`config.mk`:
```
export PLATFORM = sky130hd
export DESIGN_NAME = bip_fetch_unit
export DESIGN_NICKNAME = d
export VERILOG_FILES = /design/src/rtl/bip_pkg.sv /design/src/rtl/bip_sign_extend.sv /design/src/rtl/bip_fetch_unit.sv
export SDC_FILE = /design/constraint.sdc
export NUM_CORES = 1
export LEC_CHECK = 0
export BUFFER_PORTS_ARGS = -buffer_cell sky130_fd_sc_hd__buf_2
export CAP_MARGIN = 30
export CORE_MARGIN = 1
export CORE_UTILIZATION = 53
export CTS_CLUSTER_SIZE = 8
export DETAILED_ROUTE_END_ITERATION = 10
export HOLD_SLACK_MARGIN = 0.1
export PLACE_DENSITY = 0.85
export SYNTH_ARGS = -nofsm -noshare
export SYNTH_HDL_FRONTEND = slang
export SYNTH_SLANG_ARGS = --single-unit
export TNS_END_PERCENT = 10
```
`constraint.sdc`:
```
create_clock -name i_clk -period 4.6 [get_ports i_clk]
set_clock_uncertainty 0.1 [all_clocks]
set_input_delay 0.92 -clock i_clk [delete_from_list [all_inputs] [get_ports i_clk]]
set_output_delay 0.92 -clock i_clk [all_outputs]
set_load 0.05 [all_outputs]
```
`src/rtl/bip_pkg.sv`:
```
// Shared definitions for the BIP processor: instruction field layout,
// opcode values and the fetch unit state encoding.
package bip_pkg;

  // Default field widths of the 16-bit BIP instruction word.
  localparam int DEF_NB_OPCODE  = 5;
  localparam int DEF_NB_OPERAND = 11;
  localparam int DEF_NB_INSTR   = DEF_NB_OPCODE + DEF_NB_OPERAND;
  localparam int DEF_NB_ADDR    = 11;
  localparam int DEF_NB_DATA    = 16;
  localparam int DEF_NB_CYCLES  = 16;

  // Field positions inside the instruction word.
  localparam int OPCODE_MSB  = DEF_NB_INSTR - 1;
  localparam int OPCODE_LSB  = DEF_NB_OPERAND;
  localparam int OPERAND_MSB = DEF_NB_OPERAND - 1;
  localparam int OPERAND_LSB = 0;

  // Opcode values understood by the decoder.
  localparam logic [DEF_NB_OPCODE-1:0] OP_HALT = 5'b00000;
  localparam logic [DEF_NB_OPCODE-1:0] OP_STO  = 5'b00001;
  localparam logic [DEF_NB_OPCODE-1:0] OP_LD   = 5'b00010;
  localparam logic [DEF_NB_OPCODE-1:0] OP_LDI  = 5'b00011;
  localparam logic [DEF_NB_OPCODE-1:0] OP_ADD  = 5'b00100;
  localparam logic [DEF_NB_OPCODE-1:0] OP_ADDI = 5'b00101;
  localparam logic [DEF_NB_OPCODE-1:0] OP_SUB  = 5'b00110;
  localparam logic [DEF_NB_OPCODE-1:0] OP_SUBI = 5'b00111;

  // Fetch unit sequencing states.
  typedef enum logic [2:0] {
    ST_IDLE   = 3'd0,
    ST_FETCH  = 3'd1,
    ST_DECODE = 3'd2,
    ST_EXEC   = 3'd3,
    ST_HALT   = 3'd4
  } fetchState_t;

endpackage

```
`src/rtl/bip_sign_extend.sv`:
```
// Replicates the operand sign bit to widen an immediate to the data width.
module bip_sign_extend #(
  parameter int NB_IN  = 11,
  parameter int NB_OUT = 16
) (
  input  logic [NB_IN-1:0]  operand,
  output logic [NB_OUT-1:0] extended
);

  assign extended = {{(NB_OUT - NB_IN){operand[NB_IN-1]}}, operand};

endmodule

```
`src/rtl/bip_fetch_unit.sv`:
```
// BIP fetch unit: owns the PC, reads the synchronous program ROM, holds the
// instruction register for the decoder and provides run control and debug
// status (halted, sticky illegal-opcode flag, saturating cycle counter).
module bip_fetch_unit
  import bip_pkg::*;
#(
  parameter int NB_OPCODE  = DEF_NB_OPCODE,
  parameter int NB_OPERAND = DEF_NB_OPERAND,
  parameter int NB_INSTR   = DEF_NB_INSTR,
  parameter int NB_ADDR    = DEF_NB_ADDR,
  parameter int NB_DATA    = DEF_NB_DATA,
  parameter int NB_CYCLES  = DEF_NB_CYCLES
) (
  input  logic                  i_clk,
  input  logic                  i_rst_n,
  input  logic                  i_start,
  output logic [NB_ADDR-1:0]    o_rom_addr,
  output logic                  o_rom_en,
  input  logic [NB_INSTR-1:0]   i_rom_data,
  output logic [NB_OPCODE-1:0]  o_opcode,
  output logic [NB_OPERAND-1:0] o_operand,
  output logic [NB_DATA-1:0]    o_operand_ext,
  output logic                  o_valid,
  input  logic                  i_wrPc,
  output logic [NB_ADDR-1:0]    o_pc,
  output logic                  o_halted,
  output logic                  o_illegal,
  output logic [NB_CYCLES-1:0]  o_cycles
);

  fetchState_t           stateReg;
  fetchState_t           stateNext;
  logic [NB_ADDR-1:0]    pc;
  logic [NB_INSTR-1:0]   ir;
  logic                  illegal;
  logic [NB_CYCLES-1:0]  cycles;
  logic [NB_OPCODE-1:0]  opcodeField;
  logic [NB_OPERAND-1:0] operandField;
  logic                  running;
  logic                  restart;

  assign opcodeField  = ir[NB_INSTR-1 -: NB_OPCODE];
  assign operandField = ir[NB_OPERAND-1:0];

  // Cycles in which an instruction is being processed and therefore counted.
  assign running = (stateReg == ST_FETCH) || (stateReg == ST_DECODE) ||
                   (stateReg == ST_EXEC);

  // A start pulse while halted rewinds the program and clears debug state.
  assign restart = (stateReg == ST_HALT) && i_start;

  // State register.
  always_ff @(posedge i_clk or negedge i_rst_n) begin
    // NOTE: sequential state uses non-blocking assignments so every register
    // samples pre-edge values regardless of block ordering.
    if (!i_rst_n) begin
      stateReg <= ST_IDLE;
    end else begin
      stateReg <= stateNext;
    end
  end

  // Next-state logic: fixed FETCH/DECODE/EXEC cadence, decoder decides
  // whether to continue or halt.
  always_comb begin
    // NOTE: default assigned first so every path drives stateNext and no
    // latch is inferred.
    stateNext = stateReg;
    case (stateReg)
      ST_IDLE:   if (i_start) stateNext = ST_FETCH;
      ST_FETCH:  stateNext = ST_DECODE;
      ST_DECODE: stateNext = ST_EXEC;
      ST_EXEC:   stateNext = i_wrPc ? ST_FETCH : ST_HALT;
      ST_HALT:   if (i_start) stateNext = ST_FETCH;
      default:   stateNext = ST_IDLE;
    endcase
  end

  // PC, instruction register and illegal flag.
  always_ff @(posedge i_clk or negedge i_rst_n) begin
    if (!i_rst_n) begin
      pc      <= '0;
      ir      <= '0;
      illegal <= 1'b0;
    end else if (restart) begin
      pc      <= '0;
      ir      <= '0;
      illegal <= 1'b0;
    end else if (stateReg == ST_DECODE) begin
      ir <= i_rom_data;
    end else if (stateReg == ST_EXEC) begin
      if (i_wrPc) begin
        pc <= pc + NB_ADDR'(1);
      end else if (opcodeField != '0) begin
        illegal <= 1'b1;
      end
    end
  end

  // Saturating count of active cycles since reset or the last restart.
  always_ff @(posedge i_clk or negedge i_rst_n) begin
    if (!i_rst_n) begin
      cycles <= '0;
    end else if (restart) begin
      cycles <= '0;
    end else if (running && (cycles != '1)) begin
      cycles <= cycles + NB_CYCLES'(1);
    end
  end

  bip_sign_extend #(
    .NB_IN  (NB_OPERAND),
    .NB_OUT (NB_DATA)
  ) u_signExtend (
    .operand  (operandField),
    .extended (o_operand_ext)
  );

  assign o_rom_addr = pc;
  assign o_rom_en   = (stateReg == ST_FETCH);
  assign o_opcode   = opcodeField;
  assign o_operand  = operandField;
  assign o_valid    = (stateReg == ST_EXEC);
  assign o_pc       = pc;
  assign o_halted   = (stateReg == ST_HALT);
  assign o_illegal  = illegal;
  assign o_cycles   = cycles;

endmodule

```
==> flow_summary.json <==
{
  "crit_fanout": 13,
  "ys_warn_count": 0,
  "final_max_slew_viol_count": 0,
  "worstSetupStartpointType": "flop",
  "die_w_um": 71.2,
  "cts_buffers": 5,
  "start_util": 0.567,
  "synth_cells": 279,
  "cts.clk_slew.worst_paths_ns": 0.08,
  "wl_per_cell_um": 14.4,
  "drt-initial-drc-count": 106,
  "area_delta_synth_final_pct": 16.4,
  "globalRouteTotalUtil": 0.229,
  "finalNonFillerCells": 390,
  "cts_resized": 0,
  "cts.sink_count": 47,
  "reg2reg_slack_ns": 2.24,
  "yosys_register_bits": 47,
  "holdCritPathClass": "flop to flop",
  "max-slew-margin-rel": 0.492,
  "hold_start": "ir[0]",
  "layout_common_cells": "buf_2, dfrtp_1, nand2_1",
  "die_h_um": 71.2,
  "ys_seq_area_frac": 0.463,
  "htreeDepth": 2,
  "synth_flop_cell": "dfrtp_1",
  "die-area_um2": 5070,
  "dp_hpwl_um": 4000,
  "rsz0062_at_grt": "no",
  "remaining_drc_errors": 5,
  "hold_depth": 2,
  "synth.distinct_cells": 45,
  "grt.overflow.total": 0,
  "grt_max_degree": 25,
  "worstPathRequired_ns": 3.58,
  "criticalPathCategory": "flop to output port",
  "cap_violations": 0,
  "drtAntennaViolNets": 0,
  "placementRows": 24,
  "io_buffers": 93,
  "syn_nets": 301,
  "syn_area_per_cell_um2": 9.10,
  "cts_hold_buf": 0,
  "fmax_mhz": 401,
  "r2r_end": "o_cycles[11]",
  "cp.arrival_ns": 1.48,
  "drive_gt1_frac": 0.311,
  "setup_viol": 0,
  "clk_latency_ns": 0.30,
  "post-route-period-util": 0.543,
  "antenna_found_initial": 0,
  "cts_setup_buffers": 0,
  "routabilityCongestion": 0.767,
  "first_global_vias": 2107,
  "timing.setup.tns_ns": 0,
  "violations": "DRC",
  "dr.pass1.iters": 8,
  "fin_crit_ns": 2.50,
  "syn-cell-area_um2": 2540,
  "cts_buffer_depth": 2,
  "rr_worst_depth": 4,
  "cts_tree": "done",
  "nNetsFinal": 359,
  "async_flop_share": 1.00,
  "vias": 2234,
  "min_to": "ir[0]",
  "worst_pin_slew_ns": 0.761,
  "mostFrequentLayoutCell": "buf_2",
  "root_buffer": "clkbuf_8",
  "synth-edff-count": 0,
  "n_antenna_cell": 0,
  "wirelength_um": 5600,
  "grt_first_pass_wirelength_um": 9360,
  "place_inst": 382,
  "worst_setup_path_end_kind": "output port",
  "coreArea_um2": 4470,
  "status": "complete, but fails checks",
  "hold_viol": 0,
  "viasPerCell": 5.73,
  "reg2reg_from": "stateReg[1]",
  "io_pins": 94
}
## how the worst max path moves through the flow
stage | slack [ns] | from | cells after the start | end
after floorplan | 1.95 | stateReg[1] | 2 | o_rom_en
final | 2.10 | stateReg[1] | 4 | o_halted
after CTS | 2.10 | stateReg[1] | 4 | o_halted
after detailed placement | 2.05 | i_start | 5 | o_pc[8]
after global placement | 2.19 | i_start | 5 | o_pc[8]
after global routing | 2.02 | stateReg[1] | 4 | o_halted
## layer usage
metal,track usage,vias to the layer above,wire (um)
met5,0,-,0
met4,0.0622,0,43
met3,0.0534,7,267
met2,0.411,62,2870
met1,0.278,1083,2420
li1,-,1082,-
## cell usage after synthesis, types with 2 or more instances
cell type,number,area (um^2)
clkbuf_1,10,37.5
and4_1,6,52.6
nor4_1,2,12.5
buf_4,27,203
a21oi_1,22,110
o211ai_1,3,22.5
xor2_1,2,17.5
xnor2_1,7,61.3
o311ai_1,3,26.3
o21ai_1,2,10.0
nand2b_1,2,12.5
ha_1,2,25.0
a211oi_1,2,15.0
and3_1,3,18.8
dfrtp_1,47,1180
nand4_1,10,62.6
or3_1,4,25.0
o21ai_0,2,10.0
buf_2,6,30.0
mux2i_1,2,20.0
nor3_1,4,20.0
nor2_1,17,63.8
inv_1,10,37.5
or4_1,6,45.0
o31ai_1,8,60.1
nand3_1,10,50.1
nand2_1,42,158
## cell type report
class	instances	area, um^2
inverter	10	37.5
timing repair buffer	95	500
clock inverter	2	35.0
fill	363	1520
sequential	47	1180
tap	52	65.1
multi-input combinational	178	1060
clock buffer	6	82.6
## worst max-delay path: stages (launching register included)
cell     delay [ns]
dfrtp_1        0.54
nor2_1         0.22
nand2_1        0.10
inv_1          0.07
buf_2          0.26
## cells by family after synthesis
group / synth area share
compound gates: 0.134
simple gates: 0.229
buf+inv: 0.126
fa+ha+maj: 0.00986
flops: 0.463
xor+xnor: 0.0311
mux: 0.00789
## sequential cells by signal, summed over array words and instances, names as in the netlist
signal	flops
ir	16
o_cycles	16
o_pc	11
stateReg	3
o_illegal	1
## per-stage QoR
stage | area, um^2 | utilization | setup slack [ns] | hold slack, ns
5_1_grt | 2960 | 0.661 | 2.02 | 0.455
2_1_floorplan | 2540 | - | 1.95 | 0.431
6_report | 2960 | 0.661 | 2.10 | 0.434
3_3_place_gp | 2810 | 0.628 | 2.19 | 0.405
3_5_place_dp | 2840 | 0.634 | 2.05 | 0.408
4_1_cts | 2960 | 0.661 | 2.10 | 0.433
Power is not shown: default switching activity piles up to over one toggle a cycle in this logic, so the estimate is an artifact.
